[src/rtl/g_rd_proj_secded_codec_pkg.sv]
// ----------------------------------------------------------------------------
// G_RD_PROJ_functions
//   Shared types and elaboration-time helpers for the G_RD_PROJ SECDED codec.
//   - ecc_status_e : result classification of a decode beat
//   - ECC_bitsQnty : number of Hamming check bits for a payload width
//   - cw_width     : full codeword width (payload + Hamming bits + overall parity)
//   - is_pow2      : true for Hamming check-bit positions
//   - data_pos     : Hamming position of a given payload bit
// ----------------------------------------------------------------------------
package G_RD_PROJ_functions;

    typedef enum logic [1:0] {
        NONE   = 2'd0,
        CORR   = 2'd1,
        UNCORR = 2'd2
    } ecc_status_e;

    // Smallest r with 2^r >= data_w + r + 1.
    function automatic int ECC_bitsQnty(int data_w);
        int r;
        r = 1;
        while ((1 << r) < data_w + r + 1) begin
            r = r + 1;
        end
        return r;
    endfunction

    function automatic int cw_width(int data_w);
        return data_w + ECC_bitsQnty(data_w) + 1;
    endfunction

    function automatic bit is_pow2(int p);
        return (p > 0) && ((p & (p - 1)) == 0);
    endfunction

    // Payload bits fill the non-power-of-two positions from 3 upwards, LSB first.
    function automatic int data_pos(int idx);
        int pos;
        int n;
        pos = 0;
        n   = 0;
        for (int p = 3; p < 256; p++) begin
            if (!is_pow2(p)) begin
                if (n == idx) pos = p;
                n++;
            end
        end
        return pos;
    endfunction

endpackage

[src/rtl/g_rd_proj_secded_codec_hamming_core.sv]
// ----------------------------------------------------------------------------
// g_rd_proj_hamming_core
//   Combinational Hamming position map, parity tree and syndrome, shared by
//   the encode and decode paths of g_rd_proj_secded_codec.
// Ports
//   payload       in   DATA_W  payload to be placed into a codeword
//   placed        out  CW_W    payload at its Hamming positions, check bits 0
//   word          in   CW_W    word whose syndrome is computed
//   syndrome      out  SYN_W   Hamming syndrome of word
//   overall       out  1       XOR of every bit of word
//   fixed_word    in   CW_W    corrected codeword
//   fixed_payload out  DATA_W  payload extracted from fixed_word
// ----------------------------------------------------------------------------
module g_rd_proj_hamming_core
    import G_RD_PROJ_functions::*;
#(
    parameter  int DATA_W = 32,
    localparam int SYN_W  = ECC_bitsQnty(DATA_W),
    localparam int CW_W   = cw_width(DATA_W)
) (
    input  logic [DATA_W-1:0] payload,
    output logic [CW_W-1:0]   placed,
    input  logic [CW_W-1:0]   word,
    output logic [SYN_W-1:0]  syndrome,
    output logic              overall,
    input  logic [CW_W-1:0]   fixed_word,
    output logic [DATA_W-1:0] fixed_payload
);

    // Bit p of the mask is set when position p is covered by check bit k.
    function automatic logic [CW_W-1:0] cover_mask(int k);
        logic [CW_W-1:0] m;
        m = '0;
        for (int p = 1; p < CW_W; p++) begin
            if (((p >> k) & 1) == 1) m = m | (CW_W'(1) << p);
        end
        return m;
    endfunction

    // Positions that carry no payload: overall parity and Hamming check bits.
    function automatic logic [CW_W-1:0] check_mask();
        logic [CW_W-1:0] m;
        m = CW_W'(1);
        for (int k = 0; k < SYN_W; k++) begin
            m = m | (CW_W'(1) << (1 << k));
        end
        return m;
    endfunction

    localparam logic [CW_W-1:0] CHECK_MASK = check_mask();

    assign placed[0] = 1'b0;

    for (genvar k = 0; k < SYN_W; k++) begin : g_check
        localparam int CPOS = 1 << k;
        localparam logic [CW_W-1:0] COVER = cover_mask(k);
        assign placed[CPOS] = 1'b0;
        assign syndrome[k]  = ^(word & COVER);
    end

    for (genvar i = 0; i < DATA_W; i++) begin : g_data
        localparam int POS = data_pos(i);
        assign placed[POS]      = payload[i];
        assign fixed_payload[i] = fixed_word[POS];
    end

    assign overall = ^word;

    // Check-bit positions of the corrected word carry no payload.
    logic check_bits_unused;
    assign check_bits_unused = ^(fixed_word & CHECK_MASK);

endmodule

[src/rtl/g_rd_proj_secded_codec.sv]
// ----------------------------------------------------------------------------
// g_rd_proj_secded_codec
//   Two-stage pipelined Hamming SECDED encoder/decoder with valid/ready flow
//   control. Each beat is an encode (in_mode=0) or a decode (in_mode=1).
//   Stage 1 registers the syndrome and overall check, stage 2 the result.
//   Saturating counters track corrected and uncorrectable decode results.
// Configuration
//   G_RD_PROJ_ERR_INJECT_EN : adds inj_mask, XORed onto the output codeword of
//                             encode beats or onto in_data of decode beats.
// Ports
//   clk, rst_n             clock, asynchronous active-low reset
//   clr_i                  synchronous clear of both counters
//   in_valid/in_ready      input handshake
//   in_mode/in_data/in_tag beat kind, payload or codeword, sideband tag
//   inj_mask               error-injection mask (only with the macro)
//   out_valid/out_ready    output handshake
//   out_mode/out_data      beat kind, codeword or zero-extended payload
//   out_status/out_tag     NONE/CORR/UNCORR (NONE for encode), sideband tag
//   cnt_corr/cnt_uncorr    saturating error counters
// ----------------------------------------------------------------------------
module g_rd_proj_secded_codec
    import G_RD_PROJ_functions::*;
#(
    parameter  int DATA_W = 32,
    parameter  int TAG_W  = 4,
    parameter  int CNT_W  = 16,
    localparam int ECC_W  = ECC_bitsQnty(DATA_W) + 1,
    localparam int CW_W   = DATA_W + ECC_W
) (
    input  logic             clk,
    input  logic             rst_n,
    input  logic             clr_i,
    input  logic             in_valid,
    output logic             in_ready,
    input  logic             in_mode,
    input  logic [CW_W-1:0]  in_data,
    input  logic [TAG_W-1:0] in_tag,
`ifdef G_RD_PROJ_ERR_INJECT_EN
    input  logic [CW_W-1:0]  inj_mask,
`endif
    output logic             out_valid,
    input  logic             out_ready,
    output logic             out_mode,
    output logic [CW_W-1:0]  out_data,
    output logic [1:0]       out_status,
    output logic [TAG_W-1:0] out_tag,
    output logic [CNT_W-1:0] cnt_corr,
    output logic [CNT_W-1:0] cnt_uncorr
);

    localparam int SYN_W = ECC_W - 1;

    logic              en;
    logic [CW_W-1:0]   mask;
    logic [CW_W-1:0]   placed;
    logic [CW_W-1:0]   s1_in_word;
    logic [SYN_W-1:0]  syndrome;
    logic              overall;
    logic [CW_W-1:0]   fixed_word;
    logic [DATA_W-1:0] fixed_payload;

    logic              s1_valid;
    logic              s1_mode;
    logic [TAG_W-1:0]  s1_tag;
    logic [CW_W-1:0]   s1_word;
    logic [SYN_W-1:0]  s1_syn;
    logic              s1_op;
    logic [CW_W-1:0]   s1_mask;

    logic [CW_W-1:0]   par_word;
    logic [CW_W-1:0]   enc_word;
    logic [CW_W-1:0]   flip;
    ecc_status_e       dec_status;
    ecc_status_e       out_status_q;

`ifdef G_RD_PROJ_ERR_INJECT_EN
    assign mask = inj_mask;
`else
    assign mask = '0;
`endif

    // The whole pipeline freezes while a result waits for downstream.
    assign en       = !out_valid || out_ready;
    assign in_ready = en;

    // Encode checks the placed payload (check bits zero), so the syndrome is
    // the check-bit vector and overall is the payload parity.
    assign s1_in_word = in_mode ? (in_data ^ mask) : placed;

    g_rd_proj_hamming_core #(
        .DATA_W (DATA_W)
    ) u_core (
        .payload       (in_data[DATA_W-1:0]),
        .placed        (placed),
        .word          (s1_in_word),
        .syndrome      (syndrome),
        .overall       (overall),
        .fixed_word    (fixed_word),
        .fixed_payload (fixed_payload)
    );

    // NOTE: every register here, including the datapath, is reset because the
    // outputs must read zero after reset, not merely be qualified by out_valid.
    always_ff @(posedge clk or negedge rst_n) begin
        if (!rst_n) begin
            s1_valid <= 1'b0;
            s1_mode  <= 1'b0;
            s1_tag   <= '0;
            s1_word  <= '0;
            s1_syn   <= '0;
            s1_op    <= 1'b0;
            s1_mask  <= '0;
        end else if (en) begin
            // NOTE: non-blocking so every register samples pre-edge values
            // regardless of statement order.
            s1_valid <= in_valid;
            s1_mode  <= in_mode;
            s1_tag   <= in_tag;
            s1_word  <= s1_in_word;
            s1_syn   <= syndrome;
            s1_op    <= overall;
            s1_mask  <= mask;
        end
    end

    always_comb begin
        // NOTE: defaults first so no path leaves a variable unassigned (no latch).
        par_word   = '0;
        flip       = '0;
        dec_status = NONE;

        for (int k = 0; k < SYN_W; k++) begin
            par_word = par_word | (CW_W'(s1_syn[k]) << (1 << k));
        end
        // Overall parity = payload parity ^ parity of the inserted check bits.
        enc_word = (s1_word | par_word | CW_W'(s1_op ^ (^s1_syn))) ^ s1_mask;

        if (s1_syn == '0 && !s1_op) begin
            dec_status = NONE;
        end else if (s1_op && s1_syn <= SYN_W'(CW_W - 1)) begin
            // Single error: s names the bit, s=0 is the overall-parity bit.
            dec_status = CORR;
            flip       = CW_W'(1) << s1_syn;
        end else begin
            dec_status = UNCORR;
        end
        fixed_word = s1_word ^ flip;
    end

    always_ff @(posedge clk or negedge rst_n) begin
        if (!rst_n) begin
            out_valid    <= 1'b0;
            out_mode     <= 1'b0;
            out_tag      <= '0;
            out_data     <= '0;
            out_status_q <= NONE;
        end else if (en) begin
            out_valid <= s1_valid;
            out_mode  <= s1_mode;
            out_tag   <= s1_tag;
            if (s1_mode) begin
                out_data     <= CW_W'(fixed_payload);
                out_status_q <= dec_status;
            end else begin
                out_data     <= enc_word;
                out_status_q <= NONE;
            end
        end
    end

    assign out_status = out_status_q;

    // Counts follow accepted results; clear wins over a same-cycle increment.
    always_ff @(posedge clk or negedge rst_n) begin
        if (!rst_n) begin
            cnt_corr   <= '0;
            cnt_uncorr <= '0;
        end else if (clr_i) begin
            cnt_corr   <= '0;
            cnt_uncorr <= '0;
        end else if (out_valid && out_ready) begin
            if (out_status_q == CORR && cnt_corr != '1) begin
                cnt_corr <= cnt_corr + CNT_W'(1);
            end
            if (out_status_q == UNCORR && cnt_uncorr != '1) begin
                cnt_uncorr <= cnt_uncorr + CNT_W'(1);
            end
        end
    end

endmodule

[config.mk]
export PLATFORM = sky130hd
export DESIGN_NAME = g_rd_proj_secded_codec
export DESIGN_NICKNAME = d
export VERILOG_FILES = /design/src/rtl/g_rd_proj_secded_codec_pkg.sv /design/src/rtl/g_rd_proj_secded_codec_hamming_core.sv /design/src/rtl/g_rd_proj_secded_codec.sv
export SDC_FILE = /design/constraint.sdc
export NUM_CORES = 1
export LEC_CHECK = 0
export CAP_MARGIN = 25
export CORE_UTILIZATION = 49
export DETAILED_ROUTE_END_ITERATION = 7
export PLACE_DENSITY = 0.86
export SETUP_SLACK_MARGIN = 0.2
export SYNTH_ARGS = -nofsm -noshare
export SYNTH_HDL_FRONTEND = slang
export SYNTH_SLANG_ARGS = --single-unit
[constraint.sdc]
create_clock -name clk -period 2.4 [get_ports clk]
set_input_delay 0.48 -clock clk [delete_from_list [all_inputs] [get_ports clk]]
set_output_delay 0.48 -clock clk [all_outputs]
set_load 0.02 [all_outputs]
After elaboration in Yosys (flattened, before gate mapping):

Index checks and enable logic that the tools add are counted.
W data, S select, Z words.

* bits of input ports: 49
* register bits: 131
* RAM bits: 0
* output and inout port bits: 80
* latch bits: 0
* ROM bits: 0
* word-level logic and storage cells: 65
* memories kept: 0

* multipliers: 0
* shift-type cells: 1
* equal/unequal tests: 4
* $add $sub $neg: 2
* order comparisons: 1
* div/mod/pow operators: 0
* bitwise gates (word level): 9
* mux-type cells: 13
* reductions and logical operators: 22

Operators with widths (number)
* $reduce_xor A39 Y1: 7
* $mux W39: 4
* $mux W16: 6
* $or A39 B1 Y39: 1
* $or A39 B33 Y39: 1
* $shl A1 B6 Y39 const A: 1
* $xor A39 B39 Y39: 1
* $or A17 B33 Y33: 1
* $add A16 B1 Y16 const B: 2
* $ne A16 B16 Y1 const B: 2
* $or A9 B17 Y17: 1
* $or A5 B9 Y9: 1
* $le A6 B6 Y1 const B: 1
* $logic_not A6 Y1: 1
* $mux W2: 3
* $reduce_bool A2 Y1: 3
* $reduce_xor A6 Y1: 1
* $logic_and A1 B1 Y1: 5
* $or A3 B5 Y5: 1
* $reduce_and A2 Y1: 2
* $or A2 B3 Y3: 1
* $eq A2 B1 Y1 const B: 1
* $eq A2 B2 Y1 const B: 1
* $logic_not A1 Y1: 2
* other kinds (2): 2

Logic depth before layout (Yosys ltp):

* depth in word-level cells: 8
* depth in mapped cells: 11
* depth with buffers taken out: 9

Hierarchy:

From an unflattened synthesis, not the netlist that was laid out.

* cell total of the unflattened synthesis: 934
* area total of the unflattened synthesis: 8394.3 sq um

Modules (own cells, without submodules)
* g_rd_proj_secded_codec: area an instance 7190.6 sq um, instances 1, cells an instance 795
* g_rd_proj_hamming_core: area an instance 1203.7 sq um, instances 1, cells an instance 139

Least setup slack after synthesis:

OpenSTA, ideal clock, no wires.

* path kind: input to register
* start point: input in_data[5]
* end point: register s1_op
* data arrival time: 2211 ps
* setup time: 77 ps
* stages: 8
* setup slack: 112 ps
* data required time: 2323 ps
* cell sequence: buf_2 > xnor2_1 > xnor2_1 > xor3_1 > a21oi_1 > xnor3_1 > xnor2_1 > a21oi_1

* cells in the longest elaborated chain, start to end: 2

RTL lines
* from (decl): line g_rd_proj_secded_codec.sv:36 `input logic [CW_W-1:0] in_data,`
* $mux W39: line g_rd_proj_secded_codec.sv:88 `assign s1_in_word = in_mode ? (in_data ^ mask) : placed;`
* $reduce_xor A39 Y1: line g_rd_proj_secded_codec_hamming_core.sv:67 `assign overall = ^word;`
* to (signal assigned): line g_rd_proj_secded_codec.sv:121 `s1_op <= overall;`
* to (decl): line g_rd_proj_secded_codec.sv:67 `logic s1_op;`

Every way passes these cells.
A chain may end at the register's enable or synchronous reset.

Worst setup path in the final report:

* start point: input out_ready
* end point: output in_ready

* cells in the longest elaborated chain, start to end: 1

RTL lines
* from (decl): line g_rd_proj_secded_codec.sv:42 `input logic out_ready,`
* $logic_or A1 B1 Y1: line g_rd_proj_secded_codec.sv:83 `assign en = !out_valid || out_ready;`
* to (decl): line g_rd_proj_secded_codec.sv:34 `output logic in_ready,`

Every way passes these cells.

==> results.txt <==
status -> finished, final reports clean
depth of the CTS H-tree -> 4
DP Area -> 9660 sq um
Rel. slew slack -> 61.1%
Pwr Density -> 846 nW/um^2
Post-synth ARST share -> 100%
CTS Buf Count -> 17
Routed wire per std cell -> 16.8 microns
Worst-path clk slew -> 60 ps
final hold violations -> 0
Buf/Inv on CP -> 3
Crit path required time -> 1920 ps
cells after synthesis -> 821
global-route usage over all layers -> 25.9%
first-pass GRT wire length -> 32.5 mm
Finish-stage setup viols -> 0
Worst R2R Setup Slack -> 360 ps
crit end category -> output pin
GP Congestion -> 0.885
Ys Warns -> 0
die width -> 128 microns
largest cells by area after synthesis -> dfrtp_1, xor2_1, xnor2_1
Remaining DRCs -> 0
Leak -> 4.76 nW
fraction of the cycle the final worst path needs -> 90.2%
crit-path max FO -> 3
fin area -> 10300 sq um
min-delay worst type -> in -> async
predominant post-synthesis flop cell -> dfrtp_1
Total Routed Length -> 20.4 mm
RSZ-0062 raised after global routing -> true
fmax -> 462 MHz
I/O pin total -> 129
Final Net Count -> 1049
largest area contributor in the netlist -> dfrtp_1
num rows -> 45
top cell type's share of synthesized area -> 42.4%
die height -> 128 microns
clock sink count -> 131
die area -> 16300 sq um
drt pass-1 iters -> 7
critical path launch point type -> primary input
DPL Wire Length -> 14.9 mm
worst skew pair latency -> 420 ps
Area growth syn-to-layout -> 33.7%
largest net degree at the start of global routing -> 120
reg2reg path depth -> 8
Overall Power -> 8.75 mW
Yosys cell types -> 44
max-slew violation count -> 0
vias in the first global route -> 6149
DRT iter0 DRCs -> 538
Syn Area/Cell -> 9.42 sq um
max-cap violations -> 0
Ant. Diodes -> 0
Crit Reg-Reg Startpoint -> cnt_corr[7]
Initial Util -> 50.5%
vias after detailed routing -> 6575
clk_skew -> 9.47 ps
max incr delay on CP -> 500 ps
CTS tree -> yes
DRT antenna net count -> 0
Crit path max-delay family -> buffers and inverters
Slowest cell on crit path -> clkdlybuf4s50_1
CP arrival -> 1680 ps
Synth Net Count -> 881
port bufs -> 128
total global routing overflow -> 0
Via density -> 5.42
Seq/Total Area, Yosys -> 42.4%
Peak VDD IR -> 0.000662 V
initial antenna violation count -> 0
worst r2r dst -> cnt_corr[10]
Hold Buf Count CTS -> 0
cell breakdown of the critical path -> clkdlybuf4s50_1, nor2b_4, clkinv_1, dlygate4sd2_1
min cycle time layout -> 2160 ps
Synth Register Bits -> 131
Post-Syn Area -> 7730 sq um
slew at the pin closest to its max-slew limit -> 582 ps
Root Driver -> clkbuf_16
Post-synth EDFFs -> 0
worst setup path class -> in -> out
fillers -> 1154
setup TNS -> 0 ps
share of cells above drive strength 1 -> 13.3%
clock buffer depth -> 2
CORE AREA -> 15300 sq um
Yosys cell counts, drive strengths merged, types with 4 or more instances:
master	instances
dfrtp	131
o21ai	66
xnor2	69
nand2	116
inv	9
and4	4
nand3	24
and3	6
nand4	36
nand3b	6
nor2	50
nor3	4
a21oi	46
clkbuf	46
o31ai	7
xnor3	5
ha	11
a21o	32
buf	16
mux2i	43
xor2	78
routing by layer:
layer	part of all wire [%]	vias up	global-route usage, %
li1	-	3117	-
met1	44	3127	35.7
met2	47	285	40.8
met3	5.7	46	4.98
met4	2.7	0	9.55
met5	0	-	0
power breakdown:
group	switching [mW]	internal, mW
combinational	1.84	1.55
sequential	0.330	2.59
clock	0.972	1.45
sequential cells by signal, summed over array words and instances, names as in the netlist:
register    count
out_status      2
cnt_corr       16
out_data       39
s1_op           1
s1_valid        1
out_tag         4
out_mode        1
s1_mode         1
s1_word        39
s1_tag          4
cnt_uncorr     16
out_valid       1
s1_syn          6
worst max path at each step:
| stage | start | end | slack (ps) | cells past startpoint |
|---|---|---|---|---|
| global placement | in_data[34] | s1_op | -330 | 8 |
| detailed placement | in_data[34] | s1_op | -320 | 8 |
| finish | out_ready | in_ready | 240 | 4 |
| floorplan | s1_syn[3] | out_data[29] | 230 | 11 |
| global route | in_data[3] | s1_op | 180 | 7 |
| CTS | in_data[12] | s1_op | 220 | 8 |
stage by stage:
stage               cells  utilization (%)  setup slack [ps]  hold WS [ps]
global placement     1177             63.1              -329           444
global route         1213             67.5               179          27.2
floorplan             821                -               229           184
detailed placement   1177             63.1              -324           449
CTS                  1210             66.8               218          7.58
finish               1213             67.5               236          5.17
cells in the final DEF, fill, tap and decap left out, types with 2 or more instances in the layout:
| cell type | synthesis | layout |
|---|---|---|
| o21ai_1 | 5 | 4 |
| nand2_1 | 116 | 116 |
| clkinv_4 | 0 | 4 |
| mux2i_1 | 43 | 41 |
| nand3_1 | 24 | 24 |
| and4_1 | 4 | 4 |
| clkbuf_1 | 43 | 3 |
| clkdlybuf4s50_1 | 0 | 109 |
| xor2_1 | 78 | 78 |
| clkbuf_16 | 0 | 17 |
| and3_1 | 6 | 6 |
| xnor3_1 | 5 | 5 |
| nor3_1 | 3 | 3 |
| clkinvlp_4 | 0 | 3 |
| nor2_1 | 50 | 49 |
| a21o_1 | 32 | 32 |
| nand3b_1 | 6 | 6 |
| dlymetal6s2s_1 | 0 | 14 |
| or3_1 | 2 | 2 |
| o31ai_1 | 7 | 7 |
| clkinv_2 | 0 | 2 |
| mux2i_2 | 0 | 2 |
| buf_4 | 1 | 77 |
| nand4_1 | 36 | 36 |
| inv_1 | 8 | 7 |
| a21oi_1 | 46 | 45 |
| xnor2_2 | 3 | 8 |
| dlygate4sd2_1 | 0 | 3 |
| dfrtp_1 | 131 | 130 |
| ha_1 | 11 | 11 |
| nand2b_1 | 2 | 2 |
| xnor2_1 | 65 | 60 |
| o21ai_0 | 61 | 61 |
| buf_12 | 0 | 7 |
cell type report:
| cell class | instances | area [sq um] | area share (%) |
|---|---|---|---|
| Multi-Input combinational cell | 619 | 4190 | 40.5 |
| Sequential cell | 131 | 3280 | 31.7 |
| Timing Repair Buffer | 211 | 2020 | 19.5 |
| Clock buffer | 21 | 450 | 4.36 |
| Clock inverter | 11 | 106 | 1.03 |
| Tap cell | 211 | 264 | 2.55 |
| Inverter | 9 | 33.8 | 0.327 |
what timing repair did:
item | CTS | global route
pin swaps | 7 | 16
buffers inserted | 1 | 2
resized for setup | 6 | 20
endpoints found under the setup margin | 2 | 6
cell families (layout without fill, tap and decap cells):
kind of cell | count (synthesis) | in the layout | synth area share (%)
compound gates | 156 | 156 | 11.6
xor+xnor | 154 | 154 | 19.3
fa+ha+maj | 11 | 11 | 1.78
buf+inv | 71 | 252 | 4.24
flops | 131 | 131 | 42.4
mux | 43 | 43 | 5.57
simple gates | 255 | 255 | 15.2
Note: power is estimated with default switching activity, not from simulation.
